### src/rtl/uart_frac_baud_gen_if.sv
// Config/tick bundle between the UART register file
// and the fractional baud generator.
interface uart_frac_baud_gen_if #(
  parameter int DIV_W  = 13,
  parameter int FRAC_W = 3,
  parameter int OSR_W  = 4
);
  logic              enable;
  logic [DIV_W-1:0]  baud_val;
  logic [FRAC_W-1:0] baud_frac;
  logic              load;
  logic              baud_clock;
  logic              xmit_pulse;
  logic [OSR_W-1:0]  osr_cnt;
  logic              cfg_pending;

  modport master (
    output enable, baud_val, baud_frac, load,
    input  baud_clock, xmit_pulse, osr_cnt,
    input  cfg_pending
  );

  modport slave (
    input  enable, baud_val, baud_frac, load,
    output baud_clock, xmit_pulse, osr_cnt,
    output cfg_pending
  );
endinterface

### src/rtl/uart_frac_baud_gen.sv
// Fractional oversampling baud tick generator with
// shadowed divisor update and synchronous restart.
module uart_frac_baud_gen #(
  parameter int DIV_W   = 13,
  parameter int FRAC_W  = 3,
  parameter int OSR_W   = 4,
  parameter int FRAC_EN = 1
) (
  input logic clk,
  input logic reset_n,
  uart_frac_baud_gen_if.slave bus
);
  localparam logic [DIV_W-1:0] ONE_D = 1;
  localparam logic [OSR_W-1:0] ONE_O = 1;

  logic [DIV_W-1:0]  cnt_q, cnt_d;
  logic [DIV_W-1:0]  val_q, val_d;
  logic [DIV_W-1:0]  vsh_q, vsh_d;
  logic [FRAC_W-1:0] acc_q, acc_d;
  logic [FRAC_W-1:0] frc_q, frc_d;
  logic [FRAC_W-1:0] fsh_q, fsh_d;
  logic [FRAC_W-1:0] frc_eff, acc_n;
  logic [OSR_W-1:0]  osr_q, osr_d;
  logic              carry, tick;
  logic              str_q, str_d;
  logic              pend_q, pend_d;
  logic              bclk_q, bclk_d;
  logic              xmit_q, xmit_d;

  assign frc_eff = (FRAC_EN != 0) ? frc_q : '0;
  assign {carry, acc_n} = {1'b0, acc_q} + {1'b0, frc_eff};

  always_comb begin
    cnt_d  = cnt_q;
    acc_d  = acc_q;
    str_d  = str_q;
    pend_d = pend_q;
    val_d  = val_q;
    frc_d  = frc_q;
    vsh_d  = vsh_q;
    fsh_d  = fsh_q;
    osr_d  = osr_q;
    tick   = 1'b0;
    if (!bus.enable) begin
      cnt_d  = '0;
      acc_d  = '0;
      str_d  = 1'b0;
      osr_d  = '0;
      pend_d = 1'b0;
      if (bus.load) begin
        val_d = bus.baud_val;
        frc_d = bus.baud_frac;
        vsh_d = bus.baud_val;
        fsh_d = bus.baud_frac;
      end else if (pend_q) begin
        val_d = vsh_q;
        frc_d = fsh_q;
      end
    end else if (cnt_q == '0) begin
      if (!str_q) acc_d = acc_n;
      if (carry && !str_q) begin
        str_d = 1'b1;
      end else begin
        tick   = 1'b1;
        str_d  = 1'b0;
        pend_d = 1'b0;
        // a load on the tick itself bypasses the shadow
        if (bus.load) begin
          val_d = bus.baud_val;
          frc_d = bus.baud_frac;
          vsh_d = bus.baud_val;
          fsh_d = bus.baud_frac;
          acc_d = '0;
        end else if (pend_q) begin
          val_d = vsh_q;
          frc_d = fsh_q;
          acc_d = '0;
        end
        cnt_d = val_d;
        osr_d = osr_q + ONE_O;
      end
    end else begin
      cnt_d = cnt_q - ONE_D;
    end
    if (bus.enable && bus.load && !tick) begin
      vsh_d  = bus.baud_val;
      fsh_d  = bus.baud_frac;
      pend_d = 1'b1;
    end
    bclk_d = tick;
    xmit_d = tick && (osr_q == '1);
  end

  always_ff @(posedge clk) begin
    if (!reset_n) begin
      cnt_q  <= '0;
      acc_q  <= '0;
      str_q  <= 1'b0;
      osr_q  <= '0;
      pend_q <= 1'b0;
      bclk_q <= 1'b0;
      xmit_q <= 1'b0;
      val_q  <= bus.baud_val;
      frc_q  <= bus.baud_frac;
      vsh_q  <= bus.baud_val;
      fsh_q  <= bus.baud_frac;
    end else begin
      cnt_q  <= cnt_d;
      acc_q  <= acc_d;
      str_q  <= str_d;
      osr_q  <= osr_d;
      pend_q <= pend_d;
      bclk_q <= bclk_d;
      xmit_q <= xmit_d;
      val_q  <= val_d;
      frc_q  <= frc_d;
      vsh_q  <= vsh_d;
      fsh_q  <= fsh_d;
    end
  end

  assign bus.baud_clock  = bclk_q;
  assign bus.xmit_pulse  = xmit_q;
  assign bus.osr_cnt     = osr_q;
  assign bus.cfg_pending = pend_q;
endmodule

### src/flat_wrapper.sv
// flat-port wrapper written by rule: the top's interface ports become plain ports
module uart_frac_baud_gen_flat 
#(
  parameter int DIV_W   = 13,
  parameter int FRAC_W  = 3,
  parameter int OSR_W   = 4,
  parameter int FRAC_EN = 1
)
  (clk, reset_n, bus_enable, bus_baud_val, bus_baud_frac, bus_load, bus_baud_clock, bus_xmit_pulse, bus_osr_cnt, bus_cfg_pending);
  uart_frac_baud_gen_if #(.DIV_W(DIV_W), .FRAC_W(FRAC_W), .OSR_W(OSR_W)) bus_i ();
  input logic clk;
  input logic reset_n;
  input wire logic [$bits(bus_i.enable)-1:0] bus_enable;
  input wire logic [$bits(bus_i.baud_val)-1:0] bus_baud_val;
  input wire logic [$bits(bus_i.baud_frac)-1:0] bus_baud_frac;
  input wire logic [$bits(bus_i.load)-1:0] bus_load;
  output wire logic [$bits(bus_i.baud_clock)-1:0] bus_baud_clock;
  output wire logic [$bits(bus_i.xmit_pulse)-1:0] bus_xmit_pulse;
  output wire logic [$bits(bus_i.osr_cnt)-1:0] bus_osr_cnt;
  output wire logic [$bits(bus_i.cfg_pending)-1:0] bus_cfg_pending;
  assign bus_i.enable = bus_enable;
  assign bus_i.baud_val = bus_baud_val;
  assign bus_i.baud_frac = bus_baud_frac;
  assign bus_i.load = bus_load;
  assign bus_baud_clock = bus_i.baud_clock;
  assign bus_xmit_pulse = bus_i.xmit_pulse;
  assign bus_osr_cnt = bus_i.osr_cnt;
  assign bus_cfg_pending = bus_i.cfg_pending;
  uart_frac_baud_gen #(.DIV_W(DIV_W), .FRAC_W(FRAC_W), .OSR_W(OSR_W), .FRAC_EN(FRAC_EN)) u_core (.clk(clk), .reset_n(reset_n), .bus(bus_i));
endmodule
### config.mk
export PLATFORM = sky130hd
export DESIGN_NAME = uart_frac_baud_gen_flat
export DESIGN_NICKNAME = d
export VERILOG_FILES = /design/src/rtl/uart_frac_baud_gen_if.sv /design/src/rtl/uart_frac_baud_gen.sv /design/src/flat_wrapper.sv
export SDC_FILE = /design/constraint.sdc
export NUM_CORES = 1
export LEC_CHECK = 0
export ABC_AREA = 1
export CAP_MARGIN = 10
export CORE_MARGIN = 3
export CORE_UTILIZATION = 42
export DETAILED_ROUTE_END_ITERATION = 12
export GPL_TIMING_DRIVEN = 0
export SLEW_MARGIN = 10
export SYNTH_ARGS = -nofsm -noshare
export SYNTH_HDL_FRONTEND = slang
export SYNTH_SLANG_ARGS = --single-unit
### constraint.sdc
create_clock -name clk -period 1.89 [get_ports clk]
set_input_delay 0.4725 -clock clk [delete_from_list [all_inputs] [get_ports clk]]
set_output_delay 0.4725 -clock clk [all_outputs]
set_load 0.03 [all_outputs]
# Word level (Yosys, flattened, before mapping)
# Cells that the tools add are included.
# W data, S select, Z words.
[op_classes]
add_sub_neg = 3
n_eq_ne = 8
muxes = 37
bitwise = 1
reduce_logical = 12
[ops]
columns = ["cell", "count"]
rows = [
  ["$mux W13", 13],
  ["$mux W3", 16],
  ["$logic_not A13 Y1", 1],
  ["$sub A13 B1 Y13 const B", 1],
  ["$reduce_and A2 Y1", 5],
  ["$mux W1", 8],
  ["$ne A3 B3 Y1 const B", 2],
  ["$add A3 B3 Y4", 1],
  ["$add A4 B1 Y4 const B", 1],
  ["$eq A4 B4 Y1 const B", 1],
  ["$logic_and A1 B1 Y1", 4],
  ["$ne A4 B2 Y1 const B", 1],
  ["$ne A4 B4 Y1 const B", 1],
  ["$ne A3 B1 Y1 const B", 1],
  ["$ne A3 B2 Y1 const B", 1],
  ["$logic_not A1 Y1", 2],
  ["$ne A2 B2 Y1 const B", 1],
  ["$not A1 Y1", 1],
]
[word_totals]
regBits = 56
input_bits = 20
out_inout_bits = 7
wordCells = 72

# Longest topological paths before layout
[depth]
ltp_word = 9
depth_mapped = 10
mapped_depth_nobuf = 10

# Least setup slack after synthesis
# OpenSTA, ideal clock, no wires.
[synth_timing]
path_type = "input to register"
startpoint = "input bus_load"
endpoint = "register u_core.frc_q[0] (netlist: u_core.frc_eff[0]), enable pin"
setup_time_ns = 0.327
arrival_time_ns = 1.676
required_ns = 1.563
slack_ns = -0.114
stages = 6
n_path_buf = 2
path_cell_list = "clkbuf_2 inv_1 nand2_1 inv_2 buf_2 a21oi_1"
[synth_rtl]
columns = ["element", "line", "text"]
rows = [
  ["start, declared", "flat_wrapper.sv:16", "input wire logic [$bits(bus_i.load)-1:0] bus_load;"],
  ["end signal, assigned", "uart_frac_baud_gen.sv:104", "frc_q <= bus.baud_frac;"],
  ["end signal, assigned", "uart_frac_baud_gen.sv:116", "frc_q <= frc_d;"],
  ["end, declared", "uart_frac_baud_gen.sv:20", "logic [FRAC_W-1:0] frc_q, frc_d;"],
]

# Worst setup path after layout
[layout_timing]
startpoint = "register u_core.frc_q[2] (netlist: u_core.frc_eff[2])"
endpoint = "register u_core.val_q[8], enable pin"
[layout_via]
elab_chain_len = 4
[layout_rtl]
columns = ["element", "line", "text"]
rows = [
  ["$add A3 B3 Y4", "uart_frac_baud_gen.sv:31", "assign {carry, acc_n} = {1'b0, acc_q} + {1'b0, frc_eff};"],
  ["$logic_and A1 B1 Y1", "uart_frac_baud_gen.sv:61", "if (carry && !str_q) begin"],
  ["$ne A3 B3 Y1 (no source line)", "-", ""],
  ["$reduce_and A2 Y1 (no source line)", "-", ""],
  ["end signal, assigned", "uart_frac_baud_gen.sv:103", "val_q <= bus.baud_val;"],
  ["end signal, assigned", "uart_frac_baud_gen.sv:115", "val_q <= val_d;"],
  ["end, declared", "uart_frac_baud_gen.sv:17", "logic [DIV_W-1:0] val_q, val_d;"],
]
# Every way passes these cells.
# A chain may end at the register's enable or synchronous reset.

==> summary.txt <==
Clocking
  – Cts bufs inserted: 5
  – Clock latency at the later pin of the worst-skew pair: around 0.31 ns
  – Root Buffer: clkbuf_8
  – CTS sink count: 56
  – Clock Path Buffers: 2
  – Hold buffer count at CTS: 0
  – CTS tree: yes
  – H-tree depth: 2
  – CTS clock-pin slew for the worst setup and hold paths: approximately 0.11 ns

Yosys
  – Synth cell types: 28
  – Post-synthesis simple-gate area fraction: 29.4%
  – Post-Synthesis Cells: 373
  – Post-Synth XOR/XNOR Area: 1.80%
  – Synthesized flop and latch total: 56
  – Post-synthesis sequential area ratio: 49.4%
  – Number of enable flip-flop cells after synthesis: 32
  – Synthesized area per cell: 7.82 sq um
  – Synth async-reset ratio: 0%
  – Syn Nets: approximately 400
  – Synth Area in Adders: roughly 2.8%
  – Main synth FF type: edfxtp_1
  – Largest family of logic cells by synthesized area: simple AND/OR/NAND/NOR gates
  – Mux cell area share after synthesis: 0.772%
  – Synth warn: 0
  – Mapped cell area: 0.00292 sq mm
  – Compound-Gate Fraction of Synth Area: under 10%

Placed design
  – Gp weighted congestion: between 0.8 and 0.9
  – PortBufs: 25
  – Dpl cells: 475
  – Detailed Place HPWL: 4840 um

Layout
  – Area of the multi-input gates: approximately 0.0013 sq mm
  – Area Growth Syn to Fin: 18.3%
  – # fillers: 644
  – Most common cell after layout, fill and taps aside: nand2_1
  – Register area: 0.00144 sq mm
  – Antenna diodes: 0
  – Final cell utilization of the core: between 50% and 60%
  – Share of cells above drive strength 1: 11.5%
  – Commonest cells after routing, fill and taps aside: nand2_1 (147), inv_1 (40), edfxtp_1 (32), o21ai_0 (26), dfxtp_1 (24)
  – NumNets Final: 435
  – Non-filler instance count after layout: 487

Worst hold path
  – Hold crit path type: reg2reg

Drt
  – Drt via density: 5.01
  – # DRC: 0
  – Routed wire length: around 6600 um
  – Vias: 2442
  – Antenna-violating nets left: 0
  – Pre-antenna DRT Iters: 5
  – Post-DR wirelength/cell: 13.5 um
  – Initial drt markers: 152

Floorplan
  – Io pins: 27
  – Die span in x: 89.3 um
  – Initial core utilization: 44.7%
  – Die footprint: 0.00798 sq mm
  – Row cnt: 29
  – CORE AREA: 0.00653 sq mm
  – Die extent in y: 89.3 um

Timing
  – Final worst path period share: 95.8%
  – Fin. max-slew vios: 0
  – Fmax: 552 MHz
  – Tightest Pin Transition: ~0.5 ns
  – Final setup viols: 0
  – Setup Skew: between 0.009 and 0.01 ns
  – Final hold vios: 0
  – Max_slew headroom: 67.0%
  – Fin crit period: 1.81 ns

Pwr
  – Pleak: between 1.5 and 2 nW
  – PD cells: 1810 mW/mm^2
  – Worst vdd ir: roughly 0.75 mV

Global routing
  – Vias in the first global route: 2199
  – Antenna violations before repair: 0
  – First-pass GRT wire length: approximately 11000 um
  – Global route total overflow: 0
  – Largest net degree at the start of global routing: 22
  – All-Layer GR Usage: 17.7%

Setup path
  – Slowest stage delay, CP: about 0.44 ns
  – Cell family with most CP delay: flip-flops
  – Critical Path Fanout Max: 8
  – Bufs and invs on worst path: 3
  – Critical path class: reg2reg
  – R2r setup slk: about 0.08 ns
  – Arrival @ worst endpoint: 1.85 ns
  – CP Cell Sequence: ha_4 > a21oi_2 > nand2_1 > nand2_4 > inv_4 > nand2_1 > nand2_4 > clkinvlp_4 > buf_6
  – CP startpoint kind: register
  – WP data required: 1.93 ns
  – CP max-delay cell: edfxtp_1
  – Critical Path Sink Type: register

Run status
  – Outcome: complete, no violations

Flow run
  – Max-cap viol count: 0
## where the power goes
group | internal [W] | total [W] | switching [W]
clock | 0.000267 | 0.000684 | 0.000417
combinational | 0.00134 | 0.00365 | 0.00231
sequential | 0.00169 | 0.00191 | 0.000222
total | 0.00330 | 0.00625 | 0.00295
## worst paths after layout
path / depth (start not counted) / from / to
worst max-delay path: 9 / u_core.frc_eff[2]$_DFFE_PP_ / u_core.val_q[8]$_DFFE_PP_
worst min-delay path: 2 / u_core.cnt_q[0]$_SDFFE_PN0P_ / u_core.cnt_q[0]$_SDFFE_PN0P_
worst max register to register: 9 / u_core.frc_eff[2]$_DFFE_PP_ / u_core.val_q[8]$_DFFE_PP_
worst min register to register: 2 / u_core.cnt_q[0]$_SDFFE_PN0P_ / u_core.cnt_q[0]$_SDFFE_PN0P_
## metrics by stage
stage	TNS, ns	cell area, sq um	hold WS (ns)	total power [W]	setup slack [ns]
floorplan	0	2920	0.443	0.00464	0.00669
global route	-0.0962	3450	0.510	0.00689	-0.0148
finish	0	3450	0.472	0.00625	0.0793
global placement	-16.80	3270	0.451	0.00535	-0.677
CTS	0	3400	0.473	0.00614	0.000760
detailed placement	-16.48	3270	0.458	0.00538	-0.647
## layer usage
layer	routed length [um]	vias up	share of wire (%)	global-route usage, %
li1	-	1254	-	-
met4	131	0	2.0	6.22
met1	3130	1115	48	24.9
met5	0	-	0	0
met2	2980	63	45	27.7
met3	340	10	5.2	2.67
## logic make-up after synthesis
kind of cell / after synthesis
flops: 56
compound gates: 46
xor+xnor: 6
simple gates: 204
buf+inv: 53
mux: 2
fa+ha+maj: 6
## sequential cells by signal, indices dropped and copies added, names as in the netlist
signal and cells:
u_core.cnt_q 13, u_core.val_q 13, u_core.vsh_q 13, u_core.bus.osr_cnt 4, u_core.acc_q 3, u_core.frc_eff 3, u_core.fsh_q 3, u_core.bus.baud_clock 1
u_core.bus.cfg_pending 1, u_core.bus.xmit_pulse 1, u_core.str_q 1
## timing repair
| item | CTS | global route |
|---|---|---|
| endpoints found under the setup margin | 34 | 18 |
| setup buffers | 2 | 2 |
| gates resized for setup | 13 | 8 |
| pin swaps | 0 | 4 |
## layout make-up
type	count	share of cell area, %
flip-flops and latches	56	41.8
multi-input cells	264	38.0
repair buffers	29	8.23
inverters	44	4.97
well taps	77	2.79
clock buffers	5	1.99
plain buffers	9	1.52
clock inverters	3	0.653
## Yosys cell counts, types with 2 or more instances
cell type | number | share of area (%)
nor2_4 | 4 | 1.5
nand3_1 | 18 | 3.1
a21oi_1 | 17 | 2.9
buf_2 | 5 | 0.86
o21ai_2 | 3 | 0.90
xor2_1 | 4 | 1.2
ha_1 | 5 | 2.1
edfxtp_1 | 32 | 33
mux2_2 | 2 | 0.77
dfxtp_1 | 24 | 16
o21ai_0 | 26 | 4.5
nor2_2 | 4 | 0.86
xnor2_1 | 2 | 0.60
nor2_1 | 22 | 2.8
inv_1 | 43 | 5.5
nand2_1 | 150 | 19
## worst min-delay path: cells and delay by family (launching register included)
kind,cells,cell delay [ns]
DFF,1,0.32
and+or+nand+nor,1,0.06
AOI/OAI and AO/OA,1,0.05
(Power assumes the default switching activity.)
